==> src/rtl/if_fetch_stage.sv <==
// Instruction-fetch stage: owns the fetch PC, keeps at most one request in
// flight to instruction memory, and buffers returned words with their PCs in a
// two-entry queue feeding decode over a valid/ready handshake.
module if_fetch_stage #(
    parameter logic [31:0] RESET_PC  = 32'h0000_0000,
    parameter int unsigned PC_INC    = 4,
    parameter int unsigned BUF_DEPTH = 2
) (
    input  logic        clk,
    input  logic        rst,
    output logic        imem_req_valid,
    input  logic        imem_req_ready,
    output logic [31:0] imem_req_addr,
    input  logic        imem_rsp_valid,
    input  logic [31:0] imem_rsp_data,
    input  logic        redirect_valid,
    input  logic [31:0] redirect_pc,
    output logic        id_valid,
    input  logic        id_ready,
    output logic [31:0] id_instr,
    output logic [31:0] id_pc,
    output logic [6:0]  id_opcode,
    output logic        id_illegal
);

    localparam logic [31:0] Nop    = 32'h0000_0013;
    localparam logic [31:0] PcStep = 32'(PC_INC);
    localparam logic [1:0]  Depth  = 2'(BUF_DEPTH);

    typedef enum logic [1:0] {
        StFetch = 2'b00,
        StWait  = 2'b01,
        StDrain = 2'b10
    } state_e;

    typedef enum logic [6:0] {
        OpRType  = 7'b0110011,
        OpIType  = 7'b0010011,
        OpLoad   = 7'b0000011,
        OpStore  = 7'b0100011,
        OpBranch = 7'b1100011,
        OpJal    = 7'b1101111,
        OpJalr   = 7'b1100111,
        OpAuipc  = 7'b0010111,
        OpLui    = 7'b0110111
    } opcode_t;

    state_e      state_q, state_d;
    logic [31:0] pc_q, pc_d;
    logic [31:0] req_pc_q, req_pc_d;
    logic        discard_q, discard_d, discard_rst;
    logic        init_q;
    logic [1:0]  count_q, count_d;
    logic        head_q, head_d;
    logic [31:0] buf_instr_q [2];
    logic [31:0] buf_instr_d [2];
    logic [31:0] buf_pc_q [2];
    logic [31:0] buf_pc_d [2];

    logic        req_valid;
    logic        accept;
    logic        pop;
    logic        push;
    logic        wr_idx;
    logic [31:0] target;
    logic [6:0]  head_op;

    assign accept = req_valid && imem_req_ready;
    assign pop    = id_valid && id_ready;
    assign wr_idx = head_q ^ count_q[0];
    assign target = {redirect_pc[31:2], 2'b00};

    // A response that is still in flight when reset hits must be swallowed later.
    assign discard_rst = (((state_q != StFetch) || discard_q) && !imem_rsp_valid) || accept;

    // Request gating: queue entries plus in-flight fetches never exceed the depth.
    always_comb begin
        req_valid = 1'b0;
        unique case (state_q)
            StFetch: req_valid = init_q && !discard_q && (count_q < Depth);
            // Re-issue alongside the response only if the pushed word still leaves room.
            StWait:  req_valid = imem_rsp_valid &&
                                 ((count_q == 2'd0) || ((count_q == 2'd1) && pop));
            default: req_valid = 1'b0;
        endcase
    end

    // Next-state for FSM, fetch PC and instruction queue.
    always_comb begin
        state_d     = state_q;
        pc_d        = pc_q;
        req_pc_d    = req_pc_q;
        discard_d   = discard_q;
        count_d     = count_q;
        head_d      = head_q;
        buf_instr_d = buf_instr_q;
        buf_pc_d    = buf_pc_q;
        push        = 1'b0;

        unique case (state_q)
            StFetch: begin
                if (discard_q && imem_rsp_valid) discard_d = 1'b0;
            end
            StWait: begin
                if (imem_rsp_valid) begin
                    push    = 1'b1;
                    state_d = StFetch;
                end
            end
            StDrain: begin
                if (imem_rsp_valid) state_d = StFetch;
            end
            default: state_d = StFetch;
        endcase

        if (accept) begin
            state_d  = StWait;
            req_pc_d = pc_q;
            pc_d     = pc_q + PcStep;
        end

        if (redirect_valid) begin
            // Anything still owed by memory after this cycle is stale.
            push    = 1'b0;
            count_d = 2'd0;
            head_d  = 1'b0;
            pc_d    = target;
            if (accept || ((state_q != StFetch) && !imem_rsp_valid)) begin
                state_d = StDrain;
            end else begin
                state_d = StFetch;
            end
        end else begin
            if (push) begin
                buf_instr_d[wr_idx] = imem_rsp_data;
                buf_pc_d[wr_idx]    = req_pc_q;
            end
            count_d = count_q + {1'b0, push} - {1'b0, pop};
            if (pop) head_d = ~head_q;
        end
    end

    // State registers with synchronous reset.
    always_ff @(posedge clk) begin
        if (rst) begin
            state_q     <= StFetch;
            pc_q        <= RESET_PC;
            req_pc_q    <= RESET_PC;
            discard_q   <= discard_rst;
            init_q      <= 1'b0;
            count_q     <= 2'd0;
            head_q      <= 1'b0;
            buf_instr_q <= '{default: 32'h0};
            buf_pc_q    <= '{default: 32'h0};
        end else begin
            state_q     <= state_d;
            pc_q        <= pc_d;
            req_pc_q    <= req_pc_d;
            discard_q   <= discard_d;
            init_q      <= 1'b1;
            count_q     <= count_d;
            head_q      <= head_d;
            buf_instr_q <= buf_instr_d;
            buf_pc_q    <= buf_pc_d;
        end
    end

    // Decode-facing outputs come straight from the queue head.
    always_comb begin
        imem_req_valid = req_valid;
        imem_req_addr  = pc_q;
        id_valid       = (count_q != 2'd0);
        id_instr       = id_valid ? buf_instr_q[head_q] : Nop;
        id_pc          = id_valid ? buf_pc_q[head_q] : 32'h0;
        head_op        = id_instr[6:0];
        id_opcode      = head_op;
        id_illegal     = id_valid && !(head_op inside {OpRType, OpIType, OpLoad, OpStore,
                                                       OpBranch, OpJal, OpJalr, OpAuipc,
                                                       OpLui});
    end

endmodule

==> config.mk <==
export PLATFORM = sky130hd
export DESIGN_NAME = if_fetch_stage
export DESIGN_NICKNAME = d
export VERILOG_FILES = /design/src/rtl/if_fetch_stage.sv
export SDC_FILE = /design/constraint.sdc
export NUM_CORES = 1
export LEC_CHECK = 0
export ABC_CLOCK_PERIOD_IN_PS = 3300
export CORE_ASPECT_RATIO = 1.5
export CORE_MARGIN = 1.5
export CORE_UTILIZATION = 45
export CTS_BUF_LIST = sky130_fd_sc_hd__clkbuf_8 sky130_fd_sc_hd__clkbuf_16
export CTS_CLUSTER_SIZE = 28
export DETAILED_ROUTE_END_ITERATION = 8
export PLACE_DENSITY = 0.83
export SLEW_MARGIN = 10
export SYNTH_ARGS = -nofsm -noshare
export SYNTH_HDL_FRONTEND = slang
export SYNTH_SLANG_ARGS = --single-unit
==> constraint.sdc <==
create_clock -name clk -period 3.3 [get_ports clk]
set_input_delay 0.66 -clock clk [delete_from_list [all_inputs] [get_ports clk]]
set_output_delay 0.66 -clock clk [all_outputs]
set_load 0.02 [all_outputs]
* Word-level counts from Yosys, hierarchy flattened
Index checks and enable logic that the tools add are counted.
** Word-level totals
- Input port bits :: 70
- Register bits after elaboration :: 199
- Output and inout bits :: 106
- Word-level logic and storage cells :: 95
** Cells by class
- $lt $le $gt $ge :: 4
- Mux-type cells :: 26
- Bitwise logic cells :: 5
- Reductions and logical operators :: 31
- Add/subtract/negate cells :: 3
- Equality and inequality tests :: 14
** Operators by type and width (count)
- two-way mux 32 bit :: 11
- bitwise mux 64 bit :: 2
- adder 32 x 3 -> 32 bit (second input constant) :: 1
- demux 32 bit (select 1 bit) :: 1
- equality test 7 x 6 -> 1 bit (second input constant) :: 3
- equality test 7 bit (second input constant) :: 3
- equality test 7 x 5 -> 1 bit (second input constant) :: 2
- logical AND 1 bit :: 11
- nonzero test 2 bit :: 5
- nonzero test 9 bit :: 1
- two-way mux 2 bit :: 4
- equality test 7 x 2 -> 1 bit (second input constant) :: 1
- two-way mux 1 bit :: 6
- AND reduction 2 bit :: 3
- equality test 2 x 1 -> 1 bit (second input constant) :: 2
- >= comparator 2 bit (second input constant) :: 2
- zero test 2 bit :: 2
- logical OR 1 bit :: 4
- inequality test 4 x 1 -> 1 bit (second input constant) :: 1
- NOT 1 -> 2 bit :: 2
- one-hot mux 2 bit (2 select lines) :: 1
- OR reduction 2 bit :: 2
- zero test 1 bit :: 3
- inequality test 3 bit (second input constant) :: 1
- 8 further kinds :: 9

* Logic depth before layout (Yosys ltp)
Gate-level depths: netlist of the first run.
- Depth in word-level cells :: 10
- Gate-level depth with buffers :: 10
- Gate-level depth less buffers :: 9

* Least setup slack after synthesis of the first run
OpenSTA, ideal clock, no wires.
- Path type :: register to output
- From :: register head_q
- To :: output port id_opcode[0]
- Path buffers :: 4
- Setup slack :: 0.718 ns
- Cell stages (with the launch flop) :: 7
- Arrival time :: 1.922 ns
- Required time :: 2.640 ns
- Path through :: dfxtp_1 > clkbuf_1 > clkbuf_1 > buf_1 > mux2i_1 > nand2_1 > buf_4
** On the way
- Longest elaborated chain between the ends :: 5
** RTL lines
- start: declaration :: RTL line 54 : logic head_q, head_d;
- start signal: assignment :: RTL line 152 : head_q <= 1'b0;
- start signal: assignment :: RTL line 162 : head_q <= head_d;
- NOT 1 -> 2 bit (implied by the code) :: RTL line 173 : id_instr = id_valid ? buf_instr_q[head_q] : Nop;
- two-way mux 32 bit (implied by the code) (3 in series) :: RTL line 173
- two-way mux 32 bit :: RTL line 173
- end: declaration :: RTL line 22 : output logic [6:0] id_opcode,
No other way between the ends. The select of a mux whose other input is x is not followed.

* Worst setup path in the final report of the first run
- From :: register state_q[1]
- To :: output port imem_req_valid
** On the way
- Longest elaborated chain between the ends :: 2
- Elaborated cells between the ends (all ways) :: 3
- Those cells by class :: eq/ne (1); mux (1); reduce/logical (1)
** RTL lines
- start: declaration :: RTL line 48 : state_e state_q, state_d;
- start signal: assignment :: RTL line 146 : state_q <= StFetch;
- start signal: assignment :: RTL line 156 : state_q <= state_d;
- equality test 2 x 1 -> 1 bit / zero test 2 bit (equally long branches) :: RTL line 79 : unique case (state_q)
- one-hot mux 1 bit (2 select lines) * :: RTL line 79
- end: declaration :: RTL line 11 : output logic imem_req_valid,
Mark *: on every way between the ends. The rest lies on a longest branch, timed or not.

==> impl_results.md, run 1 <==
* FF+latch area at 0.00384 mm²
* Post-synthesis area per instance at 7.64 µm²
* Top post-synthesis cells by area: dfxtp_1, nand2_1, a21oi_1
* Critical Path Source: state_q[1]
* Final setup fails at 0
* Gr ovfl total at 0
* Power density over the cells at between 400 and 500 mW/mm²
* Filler Cells Inserted at 1637
* Final Skew at ~0.0074 ns
* Mapped Cells at approximately 1.1k
* CTS Buf Count at 17
* CTS Sinks at 191
* Design Area, Final at roughly 0.011 mm²
* Site Rows at 61
* DP Area at 0.0103 mm²
* DRC viols at 0
* ANT nets after route at 0
* Die Y at between 150 and 200 µm
* Hold Path Class: reg2reg
* CTS clk-pin slew, worst paths at roughly 0.070 ns
* Outcome: finished, final reports clean
* Post-Place Cells at roughly 1.5k
* Multi-input logic area at 0.00419 mm²
* Yosys warns at 0
* Min cycle time layout at a little over 3 ns
* Most common cell in the synthesized netlist: nand2_1
* GPL Wtd Cong at 0.854
* Clock Tree Root: clkbuf_16
* Hold Crit Start: buf_pc_q[51]
* Worst Path Max Fanout at 6
* H-tree depth at 4
* RR Startpoint: state_q[1]
* Starting DRT DRC Count at 612
* RSZ-0062 raised after global routing: false
* CP endpoint kind: output port
* Final Hold Viols at 0
* Share of cells above drive strength 1 at 0.0525
* Synthesized cell area at ~0.0084 mm²
* Starting Density at 0.456
* Hold Crit Endpoint: buf_pc_q[51]
* # diodes at 0
* Worst relative slew slack at 0.371
* Final setup TNS at 0 ns
* Achievable Freq at 0.322 GHz
* Via density at 5.27
* Post-Layout Cell Count at around 1.5k
* Crit path depth at 6
* Pleak at roughly 3.3 nW
* Port bufs at ~170
* MaxCap Viol Count at 0
* Clock tree buffer depth at 2
* Critical Path RT at between 2 and 3 ns
* Area Growth Syn to Fin at 29.8%
* Worst EP arrival at 2.44 ns
* Proportion of netlist area held by the largest area contributor at 0.453
* Die area at slightly below 0.02 mm²
* Most instantiated cells after synthesis: nand2_1, dfxtp_1, a21oi_1
* Max-slew violations at 0
* Total number of vias at 7848
* Worst skew pair latency at 0.42 ns
* Maximum vdd drop at 0.291 mV
* Register area share after synthesis at 0.457
* CP max stage cell: clkdlybuf4s50_1
* Period utilization at 0.940
* Worst Hold Depth at 2
* Netlist cell types at 46
* GRT Util Overall at 0.226
* Ys flop type: dfxtp_1
* Routed Wire Length at about 22000 µm
* CTS tree: built
* Worst setup path category: reg2out
* # IOs at 176
* Die X at 115 µm
* Worst slew pin tran at 0.943 ns
* Setup Buffers After CTS at 0
* DRT Pass-1 Iters at 7
* Startpoint Class: register
* Initial antenna violation count at 0
* DPL Wire Length at 14500 µm
* Buf+Inv Stages, Crit Path at 2
* Layout Nets at 1299
* Area leader, netlist: dfxtp_1
* Core Region at around 0.018 mm²
* First-pass GRT wire length at 35400 µm
* Flop2flop setup slack at a little over 0.7 ns
* Post-synth ARST share at 0
* Worst reg-to-reg path cell count at 7
* Seq cells post-synth at 191
* Avg WL per Cell at about 15 µm
* Vias in the first global route at 7419
* EDFF count, synth at 1
* Largest net degree at the start of global routing at 95
* Crit-path max cell delay at 0.65 ns
* Family with the most delay on the worst path: buffers and inverters
* CP Cell Sequence: inv_1 > ha_1 > nor2b_1 > a2bb2oi_1 > nor3_1 > clkdlybuf4s50_1
* Reg-to-reg endpoint: imem_req_addr[30]
==> logic make-up (layout without fill, tap and decap cells) <==
| group | Yosys count | count (layout) | synth area share |
|---|---|---|---|
| AND/OR/NAND/NOR | 513 | 513 | 0.251 |
| flip-flops | 191 | 191 | 0.457 |
| AO/OA/AOI/OAI | 210 | 210 | 0.142 |
| multiplexers | 62 | 62 | 0.0739 |
| XOR/XNOR | 18 | 18 | 0.0188 |
| adder cells (fa/ha/maj) | 5 | 5 | 0.00745 |
| other | 1 | 4 | 0.000447 |
| buffers and inverters | 99 | 234 | 0.0495 |
==> worst max-delay path by stage <==
stage                endpoint  slack [ns]
3_5_place_dp   imem_req_valid        0.25
4_1_cts            id_illegal        0.07
5_1_grt        imem_req_valid        0.03
3_3_place_gp   imem_req_valid        0.27
6_report       imem_req_valid        0.20
2_1_floorplan    id_opcode[0]        0.72
==> metrics by stage <==
step,hold slack (ns),total power [mW],worst slack [ns],utilization
2_1_floorplan,0.432,2.64,0.718,-
3_5_place_dp,0.446,2.85,0.247,0.559
6_report,0.454,4.89,0.198,0.593
3_3_place_gp,0.440,2.84,0.265,0.559
5_1_grt,0.466,5.05,0.0335,0.593
4_1_cts,0.456,4.92,0.0653,0.592
==> layout make-up <==
type	count	share of cell area
Multi-Input combinational cell	812	0.384
Sequential cell	191	0.352
Timing Repair Buffer	190	0.175
Clock buffer	17	0.0390
Tap cell	252	0.0289
Clock inverter	15	0.0164
Inverter	12	0.00413
==> repair_timing <==
item / 4_1_cts / 5_1_grt
hold endpoints to repair: 0 / 0
endpoints found under the setup margin: 1 / 1
hold buffers: 0 / 0
resized for setup: 1 / 1
==> tightest hold or removal path, stage by stage, from the launching register on <==
cell	delay (ns)
dfxtp_1	0.31
nand2_1	0.05
a21oi_1	0.05
==> routing by layer <==
metal  track usage  share of wire  up-vias  routed length (µm)
li1              -              -     3926                   -
met1         0.271           0.42     3651                9210
met2         0.405           0.51      230               11200
met3        0.0331          0.044       41                 961
met4        0.0804          0.027        0                 603
met5             0              0        -                   0
==> layout by cell type (no fill, tap or decap), drive strengths merged, types with 4 or more instances in the layout <==
cell type	n
buf	22
o31ai	4
nand3	15
nand2	337
a311oi	8
or3	8
or4	7
nor2b	4
conb	4
nor2	98
xnor2	13
inv	17
xor2	5
o21ai	12
clkbuf	17
a211oi	13
nor3	13
nand4	10
a21oi	156
mux2i	62
ha	5
dfxtp	190
and4	4
clkinv	6
nor4	8
clkdlybuf4s50	168
==> report_power, final <==
part | internal, mW | switching (mW)
combinational | 0.183 | 0.210
sequential | 2.35 | 0.0599
clock | 1.15 | 0.939
total | 3.68 | 1.21
==> sequential cells by signal, summed over array words and instances, names as in the netlist, 2 cells and up <==
signal         flops
buf_instr_q       64
count_q            2
req_pc_q          30
buf_pc_q          60
state_q            2
imem_req_addr     30
No activity file was read; power rests on OpenSTA's default activity.
==> run 2, diff against run 1 <==
--- a/config.mk
+++ b/config.mk
@@ -12,7 +12,7 @@
 export CTS_BUF_LIST = sky130_fd_sc_hd__clkbuf_8 sky130_fd_sc_hd__clkbuf_16
 export CTS_CLUSTER_SIZE = 28
 export DETAILED_ROUTE_END_ITERATION = 8
-export PLACE_DENSITY = 0.83
+export PLACE_DENSITY = 0.8
 export SLEW_MARGIN = 10
 export SYNTH_ARGS = -nofsm -noshare
 export SYNTH_HDL_FRONTEND = slang
==> impl_results.md, run 2 (synthesis results as in run 1) <==
* Final Hold Viols at 0
* Total number of vias at between 7k and 8k
* Seq pwr share at 0.503
* RSZ-0062 raised after global routing: false
* First-pass GRT wire length at 35400 µm
* Int Pwr at between 3 and 4 mW
* Worst slew pin tran at 1.07 ns
* Clock power frac at 0.414
* Achievable Freq at 0.321 GHz
* CTS Sinks at 191
* Routed Wire Length at 22200 µm
* # IOs at 176
* Layout Nets at 1301
* Final setup TNS at 0 ns
* Commonest non-fill, non-tap cells in the layout: nand2_1, dfxtp_1, clkdlybuf4s50_1
* Die area at 0.0195 mm²
* Min cycle time layout at a little over 3 ns
* Startpoint Class: register
* CTS clk-pin slew, worst paths at 0.06 ns
* Die X at between 100 and 150 µm
* Clock Tree Root: clkbuf_16
* Worst setup path category: reg2out
* Area Growth Syn to Fin at 29.9%
* Core Region at 0.0184 mm²
* Largest register FFs at 64
* MaxCap Viol Count at 0
* Initial antenna violation count at 0
* Clock tree buffer depth at 2
* Vias in the first global route at between 7k and 8k
* Site Rows at 61
* DPL Wire Length at around 14000 µm
* Share of cells above drive strength 1 at 0.0492
* Setup Buffers After CTS at 0
* Worst EP arrival at 2.46 ns
* Max-slew violations at 0
* Port bufs at about 170
* Commonest non-fill, non-tap cell in the layout: nand2_1
* Period utilization at 0.945
* Starting Density at 0.456
* DRC viols at 0
* Pleak at roughly 3.4 nW
* ANT nets after route at 0
* Final Skew at between 0.01 and 0.015 ns
* CTS Buf Count at 17
* Maximum vdd drop at 0.329 mV
* Largest net degree at the start of global routing at 104
* Filler Cells Inserted at roughly 1.7k
* Power density over the cells at 438 mW/mm²
* CP endpoint kind: output port
* Avg WL per Cell at 14.9 µm
* Die Y at 170 µm
* Final setup fails at 0
* Worst Setup Slack, final at roughly 0.18 ns
* Comb power frac at 0.083
* GRT Util Overall at 0.226
* Outcome: finished, final reports clean
* Via density at 5.30
* Post-route core utilization at 0.593
* H-tree depth at 4
* Critical Path RT at 2.64 ns
* DRT Pass-1 Iters at 5
* GPL Wtd Cong at 0.840
* FF+latch area at 0.00384 mm²
* Hold-fix buffers, CTS at 0
* Largest reg by FF count: buf_instr_q
* Pre-CTS setup slack at ~0.25 ns
* Switching part of the total at 0.244
* Worst relative slew slack at 0.285
* Hold_ws at 0.452 ns
* Worst Path Max Fanout at 10
* Gr ovfl total at 0
* Top flop regs: buf_instr_q x64, buf_pc_q x60
* Number of gates resized after cts at 0
* CTS tree: built
* Multi-input logic area at 0.00418 mm²
* Starting DRT DRC Count at around 500
* Hold Path Class: reg2reg
* Overall power at 4.78 mW
* Psw at 1.17 mW
* # diodes at 0
* Worst skew pair latency at 0.42 ns
## run 2: through the flow
step,instance area [µm²],cells
final,10900,1491
after global routing,10900,1491
after floorplan,8410,1102
after CTS,10900,1491
after detailed placement,10300,1459
after global placement,10300,1459
## run 2: worst paths after layout
path,startpoint,end,slack (ns),depth (start not counted)
setup / recovery,count_q[0],id_illegal,0.18,6
hold reg to reg,buf_pc_q[35],buf_pc_q[35],0.45,2
hold / removal,buf_pc_q[35],buf_pc_q[35],0.45,2
setup reg to reg,state_q[1],imem_req_addr[30],0.72,7
## run 2: layer usage
metal	vias to the layer above	track usage	part of all wire
li1	3923	-	-
met1	3707	0.267	0.42
met2	241	0.406	0.51
met3	36	0.0299	0.039
met4	0	0.0962	0.027
met5	-	0	0
## run 2: power groups by stage
stage               registers [mW]  clock network, mW  logic, mW
floorplan                     2.47                  0      0.172
global placement              2.46                  0      0.390
detailed placement            2.46                  0      0.393
CTS                           2.41               2.01      0.396
global route                  2.41               2.09      0.428
finish                        2.41               1.98      0.396
## run 2: cell type report
class,count,area share
multi-input combinational,812,0.383
tap,252,0.0289
clock inverter,14,0.0107
timing repair buffer,192,0.180
sequential,191,0.352
inverter,12,0.00413
clock buffer,18,0.0413
## run 2: critical path, cell delays in order (launching register included)
cell and delay [ns]:
dfxtp_1 0.47, nor2_4 0.13, a211oi_1 0.37, nand2_1 0.12, a221oi_1 0.27, o22ai_1 0.12, clkdlybuf4s50_1 0.55
